==> config.mk <==
export PLATFORM = sky130hd
export DESIGN_NAME = s27_bist_ctrl
export DESIGN_NICKNAME = d
export VERILOG_FILES = /design/src/rtl/s27_bist_ctrl.sv
export SDC_FILE = /design/constraint.sdc
export NUM_CORES = 1
export LEC_CHECK = 0
export ABC_CLOCK_PERIOD_IN_PS = 1700
export BUFFER_PORTS_ARGS = -buffer_cell sky130_fd_sc_hd__clkbuf_2
export CAP_MARGIN = 5
export CORE_ASPECT_RATIO = 1.5
export CORE_MARGIN = 2
export CORE_UTILIZATION = 45
export CTS_CLUSTER_DIAMETER = 50
export DETAILED_ROUTE_END_ITERATION = 8
export GPL_ROUTABILITY_DRIVEN = 1
export MAX_ROUTING_LAYER = met4
export PLACE_DENSITY = 0.68
export SLEW_MARGIN = 5
export SYNTH_ARGS = -nofsm -noshare
export SYNTH_HDL_FRONTEND = slang
export SYNTH_SLANG_ARGS = --single-unit
==> constraint.sdc <==
create_clock -name CK -period 1.7 [get_ports CK]
set_input_delay 0.085 -clock CK [delete_from_list [all_inputs] [get_ports CK]]
set_output_delay 0.085 -clock CK [all_outputs]
set_load 0.03 [all_outputs]
==> src/rtl/s27_bist_ctrl.sv <==
// s27_bist_ctrl - built-in self-test sequencer for a single s27 core.
//
// A run starts when START is seen in IDLE or DONE. The sequencer first
// drives a fixed two-cycle pattern on G0..G3. That pattern forces the
// core state (G5,G6,G7) to (0,1,0) whatever it held before. It then
// applies NUM_VEC vectors from a 4-bit LFSR and folds each G17 response
// into an 8-bit MISR. When the run finishes it raises DONE. PASS reports
// whether the final signature equals EXP_SIG.
//
// Ports:
//   CK       clock, shared with the s27 core
//   RN       synchronous active-low reset
//   START    begin a run (ignored while BUSY)
//   EXP_SIG  expected 8-bit signature
//   G17      s27 response, combinational in core state and G0..G3
//   G0..G3   stimulus to the s27 core
//   BUSY     high during INIT0, INIT1 and APPLY
//   DONE     high while the sequencer sits in DONE
//   PASS     registered signature comparison, updated on entry to DONE
//   SIG      current MISR contents
module s27_bist_ctrl #(
    parameter int unsigned NUM_VEC = 15,
    parameter logic [3:0]  SEED    = 4'b0001
) (
    input  logic       CK,
    input  logic       RN,
    input  logic       START,
    input  logic [7:0] EXP_SIG,
    input  logic       G17,
    output logic       G0,
    output logic       G1,
    output logic       G2,
    output logic       G3,
    output logic       BUSY,
    output logic       DONE,
    output logic       PASS,
    output logic [7:0] SIG
);

    typedef enum logic [2:0] {
        ST_IDLE,
        ST_INIT0,
        ST_INIT1,
        ST_APPLY,
        ST_DONE
    } state_t;

    // count value on the final APPLY edge; unused when NUM_VEC is zero
    localparam logic [7:0] LAST_CNT = 8'(NUM_VEC - 1);

    state_t     state_q, state_d;
    logic [3:0] lfsr_q, lfsr_d;
    logic [7:0] count_q, count_d;
    logic [7:0] sig_q, sig_d;
    logic       pass_q, pass_d;

    logic [3:0] gVec;
    logic [3:0] lfsrNext;
    logic [7:0] misrNext;
    logic       misrFb;
    logic       busy;
    logic       done;

    // The LFSR and the MISR step are pure functions of the current registers.
    // The MISR uses the polynomial x^8+x^4+x^3+x^2+1. Feedback enters at
    // bit 0 and is also XORed into taps 2, 3 and 4.
    always_comb begin
        lfsrNext = {lfsr_q[2:0], lfsr_q[3] ^ lfsr_q[2]};
        misrFb   = sig_q[7] ^ G17;
        misrNext = {sig_q[6], sig_q[5], sig_q[4],
                    sig_q[3] ^ misrFb, sig_q[2] ^ misrFb, sig_q[1] ^ misrFb,
                    sig_q[0], misrFb};
    end

    // Next-state and output decode. The stimulus comes straight from the
    // registered state and LFSR, so the G17 value seen in a cycle belongs
    // to the vector driven in that same cycle. It is captured at the end
    // of that cycle.
    always_comb begin
        state_d = state_q;
        lfsr_d  = lfsr_q;
        count_d = count_q;
        sig_d   = sig_q;
        pass_d  = pass_q;
        gVec    = 4'b0000;
        busy    = 1'b0;
        done    = 1'b0;

        case (state_q)
            ST_IDLE: begin
                if (START) begin
                    state_d = ST_INIT0;
                    sig_d   = 8'h00;
                    lfsr_d  = SEED;
                    count_d = 8'h00;
                end
            end
            ST_INIT0: begin
                // gVec is {G3,G2,G1,G0}
                gVec    = 4'b1100;
                busy    = 1'b1;
                state_d = ST_INIT1;
            end
            ST_INIT1: begin
                gVec = 4'b1101;
                busy = 1'b1;
                if (NUM_VEC == 0) begin
                    state_d = ST_DONE;
                    pass_d  = (sig_q == EXP_SIG);
                end else begin
                    state_d = ST_APPLY;
                end
            end
            ST_APPLY: begin
                gVec    = lfsr_q;
                busy    = 1'b1;
                sig_d   = misrNext;
                lfsr_d  = lfsrNext;
                count_d = count_q + 8'd1;
                if (count_q == LAST_CNT) begin
                    state_d = ST_DONE;
                    pass_d  = (misrNext == EXP_SIG);
                end
            end
            ST_DONE: begin
                done = 1'b1;
                if (START) begin
                    state_d = ST_INIT0;
                    sig_d   = 8'h00;
                    lfsr_d  = SEED;
                    count_d = 8'h00;
                end
            end
            default: begin
                state_d = ST_IDLE;
            end
        endcase
    end

    // State register. RN is sampled on the clock edge, so a reset
    // abandons a run in progress cleanly.
    always_ff @(posedge CK) begin
        if (!RN) begin
            state_q <= ST_IDLE;
            lfsr_q  <= SEED;
            count_q <= 8'h00;
            sig_q   <= 8'h00;
            pass_q  <= 1'b0;
        end else begin
            state_q <= state_d;
            lfsr_q  <= lfsr_d;
            count_q <= count_d;
            sig_q   <= sig_d;
            pass_q  <= pass_d;
        end
    end

    assign {G3, G2, G1, G0} = gVec;
    assign BUSY = busy;
    assign DONE = done;
    assign PASS = pass_q;
    assign SIG  = sig_q;

endmodule

# Yosys cells after proc, flatten, opt, wreduce, memory -nomap -nowiden
# Cells that the tools add are included.
[word_totals]
reg_bits = 24
input_bits = 12
elab_cells = 37
[classes]
add_sub_neg = 1
eq_ne = 8
n_mux = 11
n_bitwise = 5
n_reduce_logical = 7
[op_table]
columns = ["operator", "count"]
rows = [
  ["8-bit case mux with 2 select lines", 2],
  ["3-bit case mux with 4 select lines", 1],
  ["4-bit case mux with 3 select lines", 1],
  ["8-bit by 1-bit adder with 8-bit output, second input constant", 1],
  ["8-bit by 4-bit equality test with 1-bit output, second input constant", 1],
  ["8-bit equality test", 1],
  ["8-bit 2-to-1 mux", 1],
  ["4-bit case mux with 2 select lines", 1],
  ["3-bit by 2-bit equality test with 1-bit output, second input constant", 2],
  ["3-bit 2-to-1 mux", 2],
  ["2-bit AND reduction", 3],
  ["1-bit XOR", 5],
  ["4-bit 2-to-1 mux", 1],
  ["3-bit by 1-bit equality test with 1-bit output, second input constant", 1],
  ["3-bit equality test, second input constant", 1],
  ["3-bit logical NOT", 1],
  ["3-bit OR reduction", 1],
  ["1-bit 2-to-1 mux", 2],
  ["2-bit by 1-bit inequality test with 1-bit output, second input constant", 1],
  ["2-bit inequality test, second input constant", 1],
  ["2-bit nonzero test", 1],
  ["2-bit OR reduction", 1],
]

# Depth between registers and ports, before layout
# Gate-level depths: netlist of the first run.
[logic_depth]
word_depth = 4
depth_mapped = 6
ltp_nobuf = 5

# Worst setup path before layout of the first run
# OpenSTA, ideal clock, no wires.
[synth_path]
kind = "register to register"
from = "reg sig_q[7] (netlist: SIG[7])"
to = "reg pass_q (netlist: PASS)"
setup_time_ps = 74
arrival_ps = 1449
required_time_ps = 1626
slack_ps = 177
path_stages_with_launch = 5
n_path_buf = 0
period_less_slack_ps = 1523
cell_sequence = "dfxtp_1 -> xor2_1 -> and4_1 -> o211ai_1 -> o21ai_0"
[synth_between]
elab_chain_cells = 3
word_cells_on_any_way = 5
classes_between = "eq/ne (1); bitwise (4)"
[synth_lines]
columns = ["element", "line_no", "text"]
rows = [
  ["from (decl)", "54", "logic [7:0] sig_q, sig_d;"],
  ["from (signal assigned)", "153", "sig_q <= sig_d;"],
  ["1-bit XOR (*)", "69", "misrFb = sig_q[7] ^ G17;"],
  ["1-bit XOR", "71", "sig_q[3] ^ misrFb, sig_q[2] ^ misrFb, sig_q[1] ^ misrFb,"],
  ["8-bit equality test (*)", "122", "pass_d = (misrNext == EXP_SIG);"],
  ["to (signal assigned)", "154", "pass_q <= pass_d;"],
  ["to (decl)", "55", "logic pass_q, pass_d;"],
]
# Mark *: on every way between the ends. The rest lies on a longest branch, timed or not.
# A chain may end at the register's enable or synchronous reset.

# Worst setup path after layout of the first run
[layout_path]
from = "reg state_q[0]"
to = "out G1"
[layout_between]
elab_chain_cells = 2
word_cells_on_any_way = 4
classes_between = "eq/ne (3); mux (1)"
[layout_lines]
columns = ["element", "line_no", "text"]
rows = [
  ["from (decl)", "51", "state_t state_q, state_d;"],
  ["from (signal assigned)", "150", "state_q <= state_d;"],
  ["3-bit by 2-bit equality test with 1-bit output or 3-bit by 1-bit equality test with 1-bit output (tied branches)", "89", "case (state_q)"],
  ["4-bit case mux with 3 select lines (*)", "89", ""],
  ["to (decl)", "31", "output logic G1,"],
]
# Marked as above.

==> flow_metrics.env, run 1 <==
export IMPL_initial_core_util=0.484
export IMPL_hp_class="input pin to flop"
export IMPL_cts_buffers=3
export IMPL_ant_nets=0
export IMPL_htree_levels=1
export IMPL_arrival_ns=1.54
export IMPL_vdd_drop_max_mv=0.621
export IMPL_p_total_mw=1.00
export IMPL_fmax_mhz=616
export IMPL_cts_sinks=24
export IMPL_setup_ws_ns=0.0766
export IMPL_regArea_sq_um=483
export IMPL_path_cells="and3b_2 -> buf_6 -> and2_1 -> clkbuf_2"
export IMPL_antenna_diode_count=0
export IMPL_max_stage_delay_ns=0.42
export IMPL_placed_area_sq_mm=0.00136
export IMPL_cts_max_path_buffers=2
export IMPL_drive_above_1_share=0.239
export IMPL_cpMaxStageDelayCell="dfxtp_2"
export IMPL_ys_warn_count=0
export IMPL_clkTransAtPathRegs_ns=0.12
export IMPL_gr_total_overflow=0
export IMPL_via_per_inst=5.45
export IMPL_core_area_sq_mm=0.00248
export IMPL_grt_first_pass_wirelength_um=3980
export IMPL_layout_common_cells="clkbuf_2 (26), dfxtp_1 (22), xor2_1 (16), nor2_1 (11), nor2b_1 (10)"
export IMPL_fp_dieW_um=46.1
export IMPL_leakage_nw=0.600
export IMPL_cap_violations=0
export IMPL_status="finished, final reports clean"
export IMPL_ys_seq_area_frac=0.401
export IMPL_synth_top_area_frac=0.401
export IMPL_syn2layout_area_growth_pct=16.0
export IMPL_yosys_area_top_type="dfxtp_1"
export IMPL_dieHeight_um=67.2
export IMPL_wl_per_cell_um=12.5
export IMPL_r2r_slack_ns=0.27
export IMPL_final_common_cell="clkbuf_2"
export IMPL_critPathTopFamily="simple AND/OR/NAND/NOR gates"
export IMPL_critPathLaunchType="flop"
export IMPL_cp_required_ns=1.62
export IMPL_path_buf_inv=2
export IMPL_path_max_fanout=13
export IMPL_fin_util=0.561
export IMPL_antenna_found_initial=0
export IMPL_synthesis_area_sq_mm=0.00120
export IMPL_avgSynthCellArea_sq_um=9.15
export IMPL_reg2reg_depth=4
export IMPL_grt_max_degree=21
export IMPL_rsz0062_at_grt="false"
export IMPL_dp_hpwl_um=1740
export IMPL_pin_count=27
export IMPL_tns_ns=0
export IMPL_num_rows=22
export IMPL_r2r_start="SIG[7]"
export IMPL_drt_wl_total_um=2290
export IMPL_startpoint="state_q[0]"
export IMPL_syn_inst=131
export IMPL_track_usage=0.178
export IMPL_drt_pass1_iter_count=5
export IMPL_place_congestion=0.748
export IMPL_crit_type="flop to primary output"
export IMPL_ys_types=33
export IMPL_p_per_area_mw_per_mm2=721
export IMPL_post_place_ws_ns=0.210
export IMPL_dieArea_sq_mm=0.00310
export IMPL_worst_setup_path_end_kind="primary output"
export IMPL_drv_slew=0
export IMPL_slew_limit_headroom=0.614
export IMPL_nets=175
export IMPL_cts_root_buf="clkbuf_4"
export IMPL_drc=0
export IMPL_fill_cells=234
export IMPL_io_buffers=26
export IMPL_finClkSkew_ns=0.00214
export IMPL_cts_setup_buffers=0
export IMPL_synth_seq_cells=24
export IMPL_min_period_ns=1.62
export IMPL_tightest_slew_ns=0.577
export IMPL_setup_viol=0
export IMPL_final_area_sq_mm=0.00139
export IMPL_path_depth=4
export IMPL_synth_nets=145
export IMPL_r2r_end="PASS"
export IMPL_initialDrtViolationCount=16
export IMPL_crit_path_end="G1"
export IMPL_hold_violations=0
export IMPL_grt_pass1_vias=957
export IMPL_tritoncts="done"
export IMPL_via_count=998
export IMPL_clk_latency_ns=0.31
export IMPL_finalCritPeriodShare=0.955
export IMPL_cts_hold_buffers_added=0
export IMPL_yosys_top_cells_area="dfxtp_1 (40%), xor2_1 (12%), nor2b_1 (5.2%), a22oi_1 (4.4%), nor2_1 (3.4%)"
export IMPL_multi_input_area_sq_um=679
## worst register-to-register path, cell delays in order, from the launching register on
cell      delay, ns
dfxtp_1        0.38
xor2_1         0.49
and4_1         0.28
o211ai_1       0.09
o21ai_0        0.13
## power breakdown
part / internal, mW / switching [mW] / total [mW]
Clock: 0.0828 / 0.161 / 0.244
Combinational: 0.0654 / 0.105 / 0.170
Sequential: 0.573 / 0.0150 / 0.588
## through the flow
step                std cells  hold slack, ns
floorplan                 131           0.316
global placement          180           0.434
detailed placement        180           0.435
CTS                       183          0.0978
global route              183           0.135
finish                    183          0.0968
## cells by family (layout without fill, tap and decap cells)
group / count (synthesis) / after routing / share of synthesized area
and+or+nand+nor: 48 / 48 / 0.221
AOI/OAI and AO/OA: 31 / 31 / 0.192
xor gates and xnor gates: 18 / 18 / 0.132
buffers and inverters: 8 / 36 / 0.0334
DFF: 24 / 24 / 0.401
adders and majority gates: 2 / 2 / 0.0209
## worst min-delay path by stage
stage                    start    to  slack, ns  depth (start not counted)
finish              EXP_SIG[1]  PASS        0.1                          4
floorplan           EXP_SIG[1]  PASS       0.32                          3
global placement    EXP_SIG[1]  PASS       0.43                          4
global route        EXP_SIG[1]  PASS       0.14                          4
CTS                 EXP_SIG[1]  PASS        0.1                          4
detailed placement  EXP_SIG[1]  PASS       0.44                          4
## synthesized netlist by cell type, drive strengths merged
cell,instances
and3,2
a21oi,6
a21boi,3
or3,1
o2111ai,3
dfxtp,24
nor3,2
o21a,3
nor2b,10
nor3b,1
o211ai,3
nand3b,1
o22ai,1
nand3,1
a22oi,7
buf,3
inv,3
nor2,11
nand2,9
and4,1
nand2b,2
o211a,1
xor2,16
and2,3
ha,2
clkbuf,2
nand4,1
and3b,1
xnor2,2
nor4,2
o21ai,4
## routing by layer
metal	track usage	up-vias	wire length (um)
met5	-	-	0
met4	0.0750	0	36
met3	0.0348	4	85
met2	0.295	21	1150
met1	0.204	460	1010
li1	-	513	-
## area by class of cell
cell class / instances / area share
clock buffer: 3 / 0.0162
timing repair buffer: 30 / 0.118
multi-input combinational: 99 / 0.489
sequential: 24 / 0.347
inverter: 3 / 0.00810
tap: 24 / 0.0216
## repair_timing
action,4_1_cts,5_1_grt
endpoints found under the setup margin,1,1
resized for setup,3,1
gates cloned,0,0
## state kept, by name, indices dropped and copies added (netlist names)
| register | count |
|---|---|
| lfsr_q | 4 |
| state_q | 3 |
| SIG | 8 |
| count_q | 8 |
| PASS | 1 |
No activity file was read; power rests on OpenSTA's default activity.
==> run 2: changes to the inputs <==
- ABC_CLOCK_PERIOD_IN_PS: 1700 -> 1920
- clock period: 1.7 -> 1.92 ns (I/O delays scaled with it)
==> run 2 against run 1 <==
Effect of this change: die area did not move; highest routed layer unchanged; critical endpoint unchanged; largest cell class unchanged; via count is 1.8% higher; power rose by 3.2%; critical path depth is the same; clock skew grew 0.0072 ns.
==> flow_metrics.env, run 2 (synthesis results as in run 1) <==
export IMPL_status="finished, final reports clean"
export IMPL_drt_wl_total_um=2370
export IMPL_p_total_mw=1.03
export IMPL_clk_latency_ns=0.32
export IMPL_pin_count=27
export IMPL_dieHeight_um=67.2
export IMPL_nets=174
export IMPL_wl_per_cell_um=13.0
export IMPL_tns_ns=0
export IMPL_reg2reg_depth=4
export IMPL_via_per_inst=5.55
export IMPL_fill_cells=236
export IMPL_startpoint="state_q[0]"
export IMPL_leakage_nw=0.607
export IMPL_path_cells="and3b_2 -> buf_4 -> and2_1 -> clkbuf_2"
export IMPL_min_path_cells=4
export IMPL_crit_type="flop to primary output"
export IMPL_min_period_ns=1.82
export IMPL_hold_path_endpoint="PASS"
export IMPL_r2r_slack_ns=0.35
export IMPL_path_max_fanout=13
export IMPL_fp_dieW_um=46.1
export IMPL_internal_power_mw=0.773
export IMPL_met2_usage=0.316
export IMPL_tightest_slew_ns=0.447
export IMPL_cts_setup_buffers=0
export IMPL_track_usage=0.185
export IMPL_num_rows=22
export IMPL_top_usage_layer="met2"
export IMPL_fmax_mhz=549
export IMPL_dp_hpwl_um=1820
export IMPL_via_count=1016
export IMPL_cap_violations=0
export IMPL_syn2layout_area_growth_pct=17.3
export IMPL_cts_sinks=24
export IMPL_finalCritPeriodShare=0.948
export IMPL_grt_util_met3=0.0321
export IMPL_min_delay_start="EXP_SIG[1]"
export IMPL_cp_required_ns=1.82
export IMPL_dieArea_sq_mm=0.00310
export IMPL_cts_buffers=3
export IMPL_critPathLaunchType="flop"
export IMPL_tritoncts="done"
export IMPL_setup_viol=0
export IMPL_core_area_sq_mm=0.00248
export IMPL_max_stage_delay_ns=0.49
export IMPL_hp_class="input pin to flop"
export IMPL_r2r_start="state_q[0]"
export IMPL_drt_pass1_iter_count=4
export IMPL_clkTransAtPathRegs_ns=0.12
export IMPL_place_congestion=0.836
export IMPL_pwr_share_seq=0.503
export IMPL_initial_core_util=0.484
export IMPL_cpMaxStageDelayCell="dfxtp_1"
export IMPL_htree_levels=1
export IMPL_grt_pass1_vias=993
export IMPL_p_clk_frac=0.354
export IMPL_initialDrtViolationCount=27
export IMPL_pwr_share_comb=0.143
export IMPL_grt_first_pass_wirelength_um=4180
export IMPL_p_per_area_mw_per_mm2=735
export IMPL_drc=0
export IMPL_p_sw_mw=0.261
export IMPL_finClkSkew_ns=0.00938
export IMPL_final_common_cell="clkbuf_2"
export IMPL_hold_violations=0
export IMPL_arrival_ns=1.72
export IMPL_io_buffers=26
export IMPL_cts_max_path_buffers=2
export IMPL_slew_limit_headroom=0.702
export IMPL_vdd_drop_max_mv=0.754
export IMPL_worst_setup_path_end_kind="primary output"
export IMPL_grt_max_degree=21
export IMPL_drv_slew=0
export IMPL_antenna_diode_count=0
export IMPL_met1_usage=0.204
export IMPL_ant_nets=0
export IMPL_cts_root_buf="clkbuf_4"
export IMPL_antenna_found_initial=0
export IMPL_drive_above_1_share=0.226
export IMPL_switching_share=0.253
export IMPL_r2r_end="count_q[7]"
export IMPL_gr_total_overflow=0
export IMPL_layout_common_cells="clkbuf_2 (26), dfxtp_1 (24), xor2_1 (16), nor2_1 (11), nor2b_1 (10)"
export IMPL_rsz0062_at_grt="false"
==> run 2: what timing repair did <==
| item | CTS | global route |
|---|---|---|
| endpoints found under the hold margin | 0 | 0 |
| setup endpoints to repair | 1 | 0 |
| resized for setup | 1 | 0 |
| hold buffers | 0 | 0 |
==> run 2: worst max-delay path by stage <==
stage            endpoint  slack (ns)  depth (start not counted)
2_1_floorplan        PASS        0.40                          4
3_3_place_gp   count_q[7]        0.40                          4
3_5_place_dp   count_q[7]        0.34                          4
4_1_cts                G1        0.08                          4
5_1_grt                G1       0.007                          4
6_report               G1         0.1                          4
==> run 2: routing by layer <==
metal,wire (um),share of wire
met2,1240,0.52
met4,40,0.017
met3,115,0.048
met1,978,0.41
met5,0,0
==> run 2: stage by stage <==
step / instance area, sq um / hold slack (ns) / utilization / setup WS, ns / std cells
6_report: 1410 / 0.0999 / 0.568 / 0.0994 / 183
5_1_grt: 1410 / 0.109 / 0.568 / 0.00725 / 183
4_1_cts: 1410 / 0.0982 / 0.568 / 0.0799 / 183
3_5_place_dp: 1350 / 0.446 / 0.546 / 0.343 / 179
3_3_place_gp: 1350 / 0.442 / 0.546 / 0.404 / 179
2_1_floorplan: 1200 / 0.327 / - / 0.397 / 131
==> run 2: power by group through the flow <==
stage	logic (mW)	registers, mW	clock network, mW
6_report	0.148	0.520	0.366
5_1_grt	0.164	0.521	0.391
4_1_cts	0.150	0.520	0.375
3_5_place_dp	0.149	0.531	0
3_3_place_gp	0.147	0.530	0
2_1_floorplan	0.102	0.532	0
==> run 2: area by class of cell <==
cell class | instances | area (sq um) | area share
tap | 24 | 30.0 | 0.0214
clock inverter | 1 | 30.0 | 0.0214
multi-input combinational | 99 | 679 | 0.483
sequential | 24 | 480 | 0.342
timing repair buffer | 29 | 153 | 0.109
clock buffer | 3 | 22.5 | 0.0160
inverter | 3 | 11.3 | 0.00801
==> run 2: worst max-delay path: cells and delay by family (launching register included) <==
family,cells,cell delay (ns)
flip-flops,1,0.49
buffers and inverters,2,0.43
AND/OR/NAND/NOR,2,0.50
